File: src/rtl/train_pkg.sv
// Shared constants and types for the train-controller sensor path.
package train_pkg;

  localparam int DEBOUNCE_CYCLES_DEFAULT = 4;
  localparam int N_SENSORS_DEFAULT       = 4;

  // Width needed to index n items, never less than one bit.
  function automatic int idWidth(input int n);
    return (n <= 1) ? 1 : $clog2(n);
  endfunction

  localparam int SENSOR_ID_W = idWidth(N_SENSORS_DEFAULT);

  // Sensor index as seen by the controller.
  typedef logic [SENSOR_ID_W-1:0] sensor_idx_t;

endpackage

File: src/rtl/sensor_debounce.sv
// One track-sensor channel: two-flop synchronizer, debounce counter and a
// single-cycle pulse on the edge where the debounced level goes 0 -> 1.
module sensor_debounce
  import train_pkg::*;
#(
  parameter int DEBOUNCE_CYCLES = DEBOUNCE_CYCLES_DEFAULT
) (
  input  logic clk_i,
  input  logic rst_i,
  input  logic raw_i,
  output logic stable_o,
  output logic rise_o
);

  localparam int CNT_W = (DEBOUNCE_CYCLES <= 1) ? 1 : $clog2(DEBOUNCE_CYCLES);
  localparam logic [CNT_W-1:0] CNT_LAST = CNT_W'(DEBOUNCE_CYCLES - 1);

  logic             sync1_q;
  logic             sync2_q;
  logic             stable_q;
  logic             stable_d;
  logic [CNT_W-1:0] cnt_q;
  logic [CNT_W-1:0] cnt_d;

  // Bring the asynchronous contact into the clock domain.
  always_ff @(posedge clk_i) begin
    if (rst_i) begin
      sync1_q <= 1'b0;
      sync2_q <= 1'b0;
    end else begin
      sync1_q <= raw_i;
      sync2_q <= sync1_q;
    end
  end

  // Count consecutive disagreements; any agreement restarts the count.
  always_comb begin
    stable_d = stable_q;
    cnt_d    = cnt_q;
    if (sync2_q == stable_q) begin
      cnt_d = '0;
    end else if (cnt_q == CNT_LAST) begin
      stable_d = sync2_q;
      cnt_d    = '0;
    end else begin
      cnt_d = cnt_q + CNT_W'(1);
    end
  end

  // Debounced level and counter registers.
  always_ff @(posedge clk_i) begin
    if (rst_i) begin
      stable_q <= 1'b0;
      cnt_q    <= '0;
    end else begin
      stable_q <= stable_d;
      cnt_q    <= cnt_d;
    end
  end

  assign stable_o = stable_q;
  assign rise_o   = stable_d & ~stable_q;

endmodule

File: src/rtl/train_sensor_conditioner.sv
// Turns N bouncy track contacts into a queue of one-at-a-time rise events
// for the train controller, lowest sensor index served first.
module train_sensor_conditioner
  import train_pkg::*;
#(
  parameter  int N_SENSORS       = N_SENSORS_DEFAULT,
  parameter  int DEBOUNCE_CYCLES = DEBOUNCE_CYCLES_DEFAULT,
  localparam int ID_W            = idWidth(N_SENSORS)
) (
  input  logic                 clk,
  input  logic                 rst,
  input  logic [N_SENSORS-1:0] sensor_raw,
  input  logic                 ack,
  output logic                 y,
  output logic [ID_W-1:0]      sensor_id,
  output logic [N_SENSORS-1:0] sensor_stable,
  output logic                 overrun
);

  logic [N_SENSORS-1:0] riseVec;
  logic [N_SENSORS-1:0] ackSel;
  logic [N_SENSORS-1:0] pending_q;
  logic [N_SENSORS-1:0] pending_d;
  logic                 overrun_q;
  logic                 overrun_d;

  for (genvar g = 0; g < N_SENSORS; g++) begin : gChannel
    sensor_debounce #(
      .DEBOUNCE_CYCLES(DEBOUNCE_CYCLES)
    ) uDebounce (
      .clk_i   (clk),
      .rst_i   (rst),
      .raw_i   (sensor_raw[g]),
      .stable_o(sensor_stable[g]),
      .rise_o  (riseVec[g])
    );
  end

  // Present the lowest pending index and decode which flag an ack retires.
  always_comb begin
    y         = |pending_q;
    sensor_id = '0;
    ackSel    = '0;
    for (int i = N_SENSORS - 1; i >= 0; i--) begin
      if (pending_q[i]) begin
        sensor_id = ID_W'(i);
      end
    end
    for (int i = 0; i < N_SENSORS; i++) begin
      ackSel[i] = ack & y & (sensor_id == ID_W'(i));
    end
  end

  // Retire the acked flag, latch new rises, and flag a rise on a busy channel.
  always_comb begin
    pending_d = pending_q;
    overrun_d = overrun_q;
    for (int i = 0; i < N_SENSORS; i++) begin
      if (ackSel[i]) begin
        pending_d[i] = 1'b0;
      end
      if (riseVec[i]) begin
        if (pending_q[i] && !ackSel[i]) begin
          overrun_d = 1'b1;
        end
        pending_d[i] = 1'b1;
      end
    end
  end

  // Pending flags and the sticky overrun flag.
  always_ff @(posedge clk) begin
    if (rst) begin
      pending_q <= '0;
      overrun_q <= 1'b0;
    end else begin
      pending_q <= pending_d;
      overrun_q <= overrun_d;
    end
  end

  assign overrun = overrun_q;

endmodule

File: config.mk
export PLATFORM = sky130hd
export DESIGN_NAME = train_sensor_conditioner
export DESIGN_NICKNAME = d
export VERILOG_FILES = /design/src/rtl/train_pkg.sv /design/src/rtl/sensor_debounce.sv /design/src/rtl/train_sensor_conditioner.sv
export SDC_FILE = /design/constraint.sdc
export NUM_CORES = 1
export LEC_CHECK = 0
export ABC_AREA = 1
export CAP_MARGIN = 20
export CORE_UTILIZATION = 50
export DETAILED_ROUTE_END_ITERATION = 7
export GPL_ROUTABILITY_DRIVEN = 1
export HOLD_SLACK_MARGIN = 0.05
export MAX_ROUTING_LAYER = met4
export PLACE_DENSITY = 0.86
export RECOVER_POWER = 100
export REMOVE_ABC_BUFFERS = 1
export SLEW_MARGIN = 25
export SYNTH_ARGS = -nofsm -noshare
export SYNTH_HDL_FRONTEND = slang
export SYNTH_SLANG_ARGS = --single-unit
File: constraint.sdc
create_clock -name clk -period 2.12 [get_ports clk]
set_input_delay 0.636 -clock clk [delete_from_list [all_inputs] [get_ports clk]]
set_output_delay 0.636 -clock clk [all_outputs]
set_load 0.01 [all_outputs]
==> run metrics <==
Layout Utilization=0.636; CTS tree=done; CP delay by family, top=buffers and inverters; fraction of layout cells with a size suffix above 1=0.0294; num rows=15; gr busiest metal=met2; largest net degree at the start of global routing=14; M2 GR Usage=0.293; internal cell power=0.000570 W; number of cells on the critical path=3; Post-Syn Instances=122; critical path startpoint category=register; Final HPWL DP=1140 um; flop-to-flop setup slack=about 1.0 ns; Total Routing Usage GR=0.178; Pre-antenna DRT Iters=2; clock transition at the registers of the reported paths=0.12 ns; synthesis-to-layout area growth=16.6%; Vias=approximately 730; wire length per cell=just over 9 um; Yosys warning count=0; clock share of power=0.284; final setup fails=0; Setup crit end=y; Antenna Nets Post-Route=0; DRC=0; I/O pin count=15; Clock Sinks=25; Yosys cell types=12; PortBufs=14; run status=finished clean; FF-to-FF End=overrun$_SDFF_PP0_; Core Footprint=~1800 um2; CTS buffer count=3; number of global-route vias before repair=between 600 and 700; net load switching power=about 0.00015 W; maximum clock insertion buffer count=2; reg2reg path depth=7; Crit-path slowest cell=clkdlybuf4s50_1; combinational power share=0.046; power per cell area=approximately 640 nW/um2; max cap viols=0; Worst Path Buf+Inv=1; Clock Skew=slightly above 0.003 ns; met3 Usage GRT=0.0238; RD Place Congestion=between 0.7 and 0.8; crit-path max FO=5; CP Capture Type=output port; vias per inst=roughly 4.5; WS Path Type=reg -> out; Seq cells post-synth=25; sequential element share of the synthesized area=0.520; antenna cell count=0; slew margin rel.=0.685; Post-CTS Hold Buffers=0; syn_area_per_cell=7.89 um2; Worst EP required=approximately 1.5 ns; NumNets Final=148; TNS Setup=0 ns; commonest non-fill, non-tap cell in the layout=nor2_1; Sw Share=0.211; Die H=around 46 um; minimum clock period=about 2.0 ns; sequential power share=0.670; worst min path class=reg -> reg; first-pass GRT wire length=2570 um; DIE WIDTH=around 46 um; highest clock rate=slightly below 500 MHz; Syn Std Cell Area=around 960 um2; worst-margin pin slew=between 0.4 and 0.5 ns; H-Tree Depth=1; Worst-Skew Late Latency=0.31 ns; total grt overflow=0; antenna violations before repair=0; final WL=around 1500 um; final hold violations=0; GRT met1 Usage=0.194; most frequent cells in the layout=nor2_1, dfxtp_1, inv_1, nand2_1, a21oi_1; RSZ-0062 raised after global routing=false; critical path arrival=1.38 ns; max-slew violations=0; Pleak=0.522 nW; Initial Util=0.545; Crit path largest cell delay=about 0.47 ns; CTS root buffer=clkbuf_4; Die ar.=about 2100 um2; FILL cells=170; DRT iter0 DRCs=6; Crit Reg-Reg Startpoint=gChannel[1].uDebounce.cnt_q[0]$_SDFF_PP0_; maximum vdd drop=0.515 mV; crit share post-route=0.952; cell-by-cell listing of the critical path=nor2_1 > nand2_1 > clkdlybuf4s50_1; critical path launch point=pending_q[0]$_SDFFE_PP0P_
[logic make-up after synthesis]
kind of cell | share of synthesized area
AND/OR/NAND/NOR | 0.196
AO/OA/AOI/OAI | 0.101
adder cells (fa/ha/maj) | 0.0520
buffers and inverters | 0.130
flip-flops | 0.520
[final cells by class]
cell class | instances | area [um2] | share of cell area
clock buffers | 4 | 26.3 | 0.0234
inverters | 22 | 82.6 | 0.0736
multi-input cells | 69 | 337 | 0.300
flip-flops and latches | 25 | 502 | 0.447
well taps | 25 | 31.3 | 0.0279
repair buffers | 16 | 144 | 0.128
[metal layers]
metal  routed length (um)  part of all wire
met2                  715              0.49
met4                   38             0.026
met5                    0                 0
met3                   57             0.039
met1                  649              0.44
[metrics by stage]
stage / area (um2) / hold WS, ns / cells / setup slack (ns) / power (W)
after floorplan: 920 / 0.388 / 116 / 0.863 / 0.000507
after global placement: 1110 / 0.389 / 157 / 0.413 / 0.000527
after detailed placement: 1110 / 0.399 / 157 / 0.386 / 0.000530
after CTS: 1130 / 0.415 / 161 / 0.0227 / 0.000730
after global routing: 1120 / 0.438 / 161 / 0.0160 / 0.000753
final: 1120 / 0.415 / 161 / 0.103 / 0.000722
[worst reg2reg max path: stages, from the launching register on]
cell     delay, ns
dfxtp_1       0.33
ha_1          0.23
nand3_1       0.12
nor2_1        0.06
nor2_1        0.09
nand4_1       0.08
nand2_1       0.06
inv_1         0.04
[registers in the layout, summed over array words and instances (netlist names)]
name	flops
gChannel.uDebounce.sync2_q	4
pending_q	4
gChannel.uDebounce.sync1_q	4
gChannel.uDebounce.cnt_q	8
overrun	1
gChannel.uDebounce.stable_o	4
[Yosys cell counts, drive strengths merged]
library cell | count | share of area
nor2 | 28 | 0.11
dfxtp | 25 | 0.52
inv | 22 | 0.086
nand2 | 14 | 0.055
a21oi | 12 | 0.062
buf | 6 | 0.044
nand3 | 5 | 0.026
ha | 4 | 0.052
o211ai | 4 | 0.031
a211oi | 1 | 0.0078
nand4 | 1 | 0.0065
[power groups by stage]
stage / sequential, W / clock (W) / combinational, W
2_1_floorplan: 0.000493 / 0 / 0.0000140
3_3_place_gp: 0.000493 / 0 / 0.0000342
3_5_place_dp: 0.000494 / 0 / 0.0000362
4_1_cts: 0.000483 / 0.000210 / 0.0000362
5_1_grt: 0.000485 / 0.000229 / 0.0000387
6_report: 0.000483 / 0.000205 / 0.0000335
[how the worst min path moves through the flow]
stage          cells after the start                                  endpoint                                startpoint  slack (ns)
3_3_place_gp                       2  gChannel[2].uDebounce.sync2_q$_SDFF_PP0_  gChannel[2].uDebounce.sync1_q$_SDFF_PP0_        0.39
2_1_floorplan                      2  gChannel[0].uDebounce.sync2_q$_SDFF_PP0_  gChannel[0].uDebounce.sync1_q$_SDFF_PP0_        0.39
4_1_cts                            2  gChannel[3].uDebounce.sync2_q$_SDFF_PP0_  gChannel[3].uDebounce.sync1_q$_SDFF_PP0_        0.41
6_report                           2  gChannel[3].uDebounce.sync2_q$_SDFF_PP0_  gChannel[3].uDebounce.sync1_q$_SDFF_PP0_        0.41
3_5_place_dp                       2  gChannel[3].uDebounce.sync2_q$_SDFF_PP0_  gChannel[3].uDebounce.sync1_q$_SDFF_PP0_        0.40
5_1_grt                            2  gChannel[2].uDebounce.sync2_q$_SDFF_PP0_  gChannel[2].uDebounce.sync1_q$_SDFF_PP0_        0.44
[repair_timing]
item,CTS,global route
buffers inserted,0,0
resized for setup,0,3
setup endpoints to repair,0,3
No activity file was read; power rests on OpenSTA's default activity.
